--- src/rtl/seq_scan_ctrl.sv ---


module seq_scan_ctrl #(
    parameter int WIDTH = 8,
    parameter int CNT_W = 4
) (
    input  logic             clk,
    input  logic             rst,
    input  logic             in_valid,
    input  logic [WIDTH-1:0] in_data,
    output logic             in_ready,
    output logic             det_clr,
    output logic             det_s_in,
    input  logic             det_s_out,
    output logic             out_valid,
    output logic [CNT_W-1:0] out_count,
    output logic             out_hit,
    input  logic             out_ready,
    output logic             busy
);

    localparam int BIT_W = (WIDTH > 1) ? $clog2(WIDTH) : 1;
    localparam logic [BIT_W-1:0] BIT_LAST = BIT_W'(WIDTH - 1);

    typedef enum logic [2:0] {IDLE, CLEAR, SHIFT, DRAIN, REPORT} state_t;

    state_t           state_q, state_d;
    logic [WIDTH-1:0] shift_q, shift_d;
    logic [BIT_W-1:0] bit_q,   bit_d;
    logic [CNT_W-1:0] hit_q,   hit_d;
    logic             sample;

    always_ff @(posedge clk or negedge rst) begin
        if (!rst) begin
            state_q <= IDLE;
            shift_q <= '0;
            bit_q   <= '0;
            hit_q   <= '0;
        end else begin
            state_q <= state_d;
            shift_q <= shift_d;
            bit_q   <= bit_d;
            hit_q   <= hit_d;
        end
    end

    always_comb begin
        state_d   = state_q;
        shift_d   = shift_q;
        bit_d     = bit_q;
        hit_d     = hit_q;
        sample    = 1'b0;
        in_ready  = 1'b0;
        busy      = 1'b1;
        det_s_in  = 1'b0;
        out_valid = 1'b0;
        out_count = '0;
        out_hit   = 1'b0;

        unique case (state_q)
            IDLE: begin
                in_ready = 1'b1;
                busy     = 1'b0;
                if (in_valid) begin
                    shift_d = in_data;
                    bit_d   = BIT_LAST;
                    hit_d   = '0;
                    state_d = CLEAR;
                end
            end
            CLEAR: begin
                state_d = SHIFT;
            end
            SHIFT: begin
                det_s_in = shift_q[WIDTH-1];
                shift_d  = {shift_q[WIDTH-2:0], 1'b0};
                bit_d    = bit_q - BIT_W'(1);
                // First SHIFT cycle still shows the cleared detector, so skip it.
                sample   = (bit_q != BIT_LAST);
                if (bit_q == '0) state_d = DRAIN;
            end
            DRAIN: begin
                sample  = 1'b1;
                state_d = REPORT;
            end
            REPORT: begin
                out_valid = 1'b1;
                out_count = hit_q;
                out_hit   = (hit_q != '0);
                if (out_ready) state_d = IDLE;
            end
            default: begin
                state_d = IDLE;
            end
        endcase

        if (sample && det_s_out && (hit_q != '1)) hit_d = hit_q + CNT_W'(1);
    end

    assign det_clr = (state_q == CLEAR) || !rst;

endmodule

--- config.mk ---
export PLATFORM = sky130hd
export DESIGN_NAME = seq_scan_ctrl
export DESIGN_NICKNAME = d
export VERILOG_FILES = /design/src/rtl/seq_scan_ctrl.sv
export SDC_FILE = /design/constraint.sdc
export NUM_CORES = 1
export LEC_CHECK = 0
export ABC_CLOCK_PERIOD_IN_PS = 1500
export CAP_MARGIN = 20
export CORE_ASPECT_RATIO = 0.75
export CORE_MARGIN = 3
export CORE_UTILIZATION = 44
export DETAILED_ROUTE_END_ITERATION = 10
export GPL_ROUTABILITY_DRIVEN = 0
export PLACE_DENSITY = 0.74
export SLEW_MARGIN = 25
export SYNTH_ARGS = -nofsm -noshare
export SYNTH_HDL_FRONTEND = slang
export SYNTH_SLANG_ARGS = --single-unit
export TNS_END_PERCENT = 100
--- constraint.sdc ---
create_clock -name clk -period 1.5 [get_ports clk]
set_input_delay 0.3 -clock clk [delete_from_list [all_inputs] [get_ports clk]]
set_output_delay 0.3 -clock clk [all_outputs]
set_load 0.01 [all_outputs]
# Word-level counts from Yosys, hierarchy flattened
# Cells that the tools add are included.
totals:
  output_inout_bits: 10
  register_bits: 18
classes:
  eq_ne: 9
  mux: 18
  reduce_logical: 13
  addsub: 2
ops:
  columns: ["operator", "count"]
  rows:
  - ["4-bit 2-to-1 mux", 4]
  - ["8-bit one-hot mux with 2 select lines", 1]
  - ["3-bit one-hot mux with 5 select lines", 1]
  - ["3-bit 2-to-1 mux", 4]
  - ["8-bit 2-to-1 mux", 1]
  - ["3-bit by 2-bit == test with 1-bit output (second input constant)", 2]
  - ["3-bit logical NOT", 2]
  - ["2-bit inequality test (second input constant)", 3]
  - ["3-bit one-hot mux with 2 select lines", 1]
  - ["2-bit nonzero test", 3]
  - ["1-bit 2-to-1 mux", 5]
  - ["4-bit by 1-bit adder with 4-bit output (second input constant)", 1]
  - ["4-bit inequality test (second input constant)", 1]
  - ["2-bit AND reduction", 2]
  - ["4-bit nonzero test", 1]
  - ["3-bit by 1-bit == test with 1-bit output (second input constant)", 1]
  - ["3-bit == test (second input constant)", 1]
  - ["3-bit inequality test (second input constant)", 1]
  - ["3-bit AND reduction", 1]
  - ["3-bit by 1-bit subtractor with 3-bit output (second input constant)", 1]
  - ["1-bit logical AND", 2]
  - ["1-bit one-hot mux with 2 select lines", 1]
  - ["1-bit logical NOT", 1]
  - ["1-bit logical OR", 1]

# Logic depth before layout (Yosys ltp)
depth:
  word_depth: 6
  ltp_mapped: 5

# Worst setup path after synthesis
# OpenSTA, ideal clock, no wires.
synth_path:
  path_type: "register to register"
  startpoint: "register state_q[1]"
  endpoint: "register shift_q[4]"
  path_buffers: 2
  setup_ps: 125
  setup_slack_ps: -124
  path_stages_with_launch: 6
  t_required_ps: 1375
  arrival_ps: 1500
  synth_period_minus_slack_ps: 1624
  path_cell_list: "dfrtp_1 > buf_2 > nor3b_2 > buf_6 > mux2_1 > mux2_2"
synth_via:
  elab_chain_len: 3
  word_cells_on_any_way: 6
  cone_classes: "eq/ne (2); mux (1); reduce/logical (3)"
synth_lines:
  columns: ["element", "line_no", "rtl"]
  rows:
  - ["start: declaration", "27", "state_t state_q, state_d;"]
  - ["start signal: assignment", "40", "state_q <= state_d;"]
  - ["3-bit by 2-bit == test with 1-bit output or 3-bit logical NOT (tied branches)", "60", "unique case (state_q)"]
  - ["2-bit nonzero test (no line) or 2-bit inequality test (tied branches)", null, null]
  - ["2-bit AND reduction (no line)", null, null]
  - ["end signal: assignment", "41", "shift_q <= shift_d;"]
  - ["end: declaration", "28", "logic [WIDTH-1:0] shift_q, shift_d;"]
# Several ways; a longest one is shown, not always the timed one.
# A chain may end at the register's enable or synchronous reset.

# Final worst setup path
layout_path:
  startpoint: "register state_q[2]"
  endpoint: "register hit_q[1]"
layout_via:
  elab_chain_len: 6
  word_cells_on_any_way: 10
  cone_classes: "eq/ne (2); mux (2); reduce/logical (6)"
layout_lines:
  columns: ["element", "line_no", "rtl"]
  rows:
  - ["3-bit by 2-bit == test with 1-bit output", "60", null]
  - ["1-bit one-hot mux with 2 select lines", "60", null]
  - ["1-bit logical AND (2 in a row)", "97", "if (sample && det_s_out && (hit_q != '1)) hit_d = hit_q + CNT_W'(1);"]
  - ["2-bit nonzero test (no line)", null, null]
  - ["2-bit AND reduction (no line)", null, null]
  - ["end signal: assignment", "43", "hit_q <= hit_d;"]
  - ["end: declaration", "30", "logic [CNT_W-1:0] hit_q, hit_d;"]
# Several ways; a longest one is shown, not always the timed one.

==> metrics.cfg <==
[yosys]
synthSimpleGateAreaFrac_pct=16.3
synth.avg_cell_area_um2=11.0
synth-main-ff-cell=dfrtp_1
synth_compound_area_share_pct=9.59
synth_adder_area_share_pct=5.92
syn_inst=96
synthXorXnorAreaFrac_pct=0.828
ys_ff_latch=18
synth_edf_count=0
synthesis.area_mm2=0.00106
ys_types=35
synth.area.mux_share_pct=19.2
synth_top_family_by_area=multiplexers
synthArstFlopShare_pct=100
yosysWarnings=0
ys_seq_area_share_pct=42.6
syn-num-nets=114

[cells_and_area]
layout.nets=169
fillers=136
area_growth_syn_to_layout_pct=56.3
multi_input_area_um2=628
final-seq-area_um2=454
drive_above_1_share_pct=53.0
final_cell_mix=25 x buf_4, 15 x dfrtp_1, 12 x clkdlybuf4s50_1, 11 x buf_6, 8 x mux2_4
diodes=0
stdcell_area_mm2=0.00165
final_common_cell=buf_4

[global_routing]
antenna_found_initial=0
overflow=0
grt_pass1_wl_um=4420
track_usage_pct=18.1
grt_pass1_vias=937
grt_max_degree=19

[routing]
vias=922
ant_nets=0
wl_um=2840
dr.pass1.iters=4
remaining_drc_errors=0
via_per_inst=5.09
drt_iter0_drc=21
drt-wirelength-per-cell_um=15.7

[worst_setup_path]
crit_family=flip-flops
path_buf_inv=2
cp_max_fo=4
reg2reg_slack_ns=-0.20
slowest_delay_ns=0.45
crit_type=reg -> reg
worstReg2RegStart=state_q[2]
rr_endpoint=hit_q[1]
arrival_ns=1.88
cpMostUsedCell=buf_6
r2r_cells=5
cp_cell_sequence=buf_6 -> buf_6 -> nand3b_1 -> a311o_1 -> mux2_4
slowest_stage=dfrtp_2
required_ns=1.69
end_kind=flop
startpoint_type=flop

[clock_tree]
cts.sinks=18
clk_latency_ns=0.29
clk_path_buf_depth=2
cts_tree=built
postCtsHoldBufs=0
clk_pin_slew_ns=0.10
numCtsBuffers=3
clockRootBuffer=clkbuf_4
htree_levels=1

[power_and_ir_drop]
power.total_mw=3.17
peakVddDrop_mv=1.27
power.leakage_nw=0.814
powerDensity_mw_per_mm2=1920

[sta]
period_share_pct=113
hold_viol=0
rsz0062_at_grt=true
setup_violations=21
slew_violations=0
fin_crit_ns=1.70
max_freq_ghz=0.589
relSlewSlack_pct=71.9
tightest_slew_ns=0.416
fin_ws_ns=-0.199
whs_ns=0.368
fin_setup_tns_ns=-2.91
finalClockSkew_ns=0.00725

[placement]
placed_cell_area_mm2=0.00146
post-place-ws_ns=-0.258
hpwl_um=1900
port_buffers=22

[die]
die_h_um=48.5
io_pins=23
fp.coreArea_mm2=0.00214
fp-row-count=14
dieArea_mm2=0.00303
initial_core_util_pct=49.5
chipWidth_um=62.6

[hold_path]
holdCritPathClass=in -> async

[job]
maxCapViolCount=0

[run_status]
failed_checks=negative setup slack
status=complete, but fails checks

metal layers:
layer / global-route usage, % / share of wire (%) / routed length [um] / vias to the layer above
li1: - / - / - / 452
met1: 26.3 / 44 / 1250 / 432
met2: 28.3 / 48 / 1360 / 38
met3: 4.86 / 8.0 / 228 / 0
met4: 1.10 / 0 / 0 / 0
met5: 0 / 0 / 0 / -
flip-flops by register name (all words and copies together) (netlist names):
register	flops
shift_q	8
hit_q	4
bit_q	3
state_q	3
how the worst max path moves through the flow:
stage               depth (start not counted)  slack [ns]        from          to
global route                                6       -0.24  state_q[2]    hit_q[2]
finish                                      5       -0.20  state_q[2]    hit_q[1]
floorplan                                   5       -0.07  state_q[0]  shift_q[4]
global placement                            5       -0.22  state_q[0]   out_valid
detailed placement                          5       -0.26  state_q[0]   out_valid
CTS                                         6       -0.19  state_q[2]    hit_q[2]
cell usage after synthesis (2+ instances only):
cell type | instances | share of area (%)
ha_1 | 5 | 5.9
or4b_1 | 3 | 2.8
and3_1 | 3 | 1.8
nor3_1 | 2 | 0.95
nand3_1 | 2 | 0.95
o21ai_0 | 2 | 0.95
a21oi_1 | 4 | 1.9
mux2_1 | 4 | 4.3
inv_1 | 7 | 2.5
nand2_1 | 3 | 1.1
dfrtp_1 | 18 | 43
mux2_2 | 10 | 11
nor2_1 | 8 | 2.8
mux2i_1 | 3 | 2.8
buf_2 | 2 | 0.95
report_power, final:
| group | internal [mW] | leakage (nW) | switching, mW | total [mW] |
|---|---|---|---|---|
| combinational | 1.22 | 0.586 | 0.871 | 2.09 |
| sequential | 0.700 | 0.215 | 0.151 | 0.851 |
| clock | 0.0934 | 0.0138 | 0.138 | 0.231 |
area by class of cell:
type | instances | area share [%]
tap | 32 | 2.42
inverter | 7 | 1.59
sequential | 18 | 27.5
clock buffer | 3 | 1.36
multi-input combinational | 66 | 38.0
timing repair buffer | 55 | 29.1
worst register-to-register path: cells and delay by family (launching register included):
kind	cells	cell delay, ns
simple gates	1	0.20
buf+inv	2	0.26
mux	1	0.30
compound gates	1	0.39
flops	1	0.45
kinds of logic after synthesis:
logic type,after synthesis
compound gates,14
xor+xnor,1
fa+ha+maj,5
buf+inv,12
flops,18
mux,18
simple gates,28
repair_timing:
action | in CTS | in global routing
setup buffers | 8 | 5
resized for setup | 53 | 21
cloned | 0 | 0
setup endpoints to repair | 22 | 24
pin swaps | 7 | 7
through the flow:
step                      cells  util (%)
final                       181      77.3
after floorplan              96         -
after global placement      165      68.1
after detailed placement    165      68.1
after CTS                   176      72.1
after global routing        181      77.3
No activity file was read; power rests on OpenSTA's default activity.
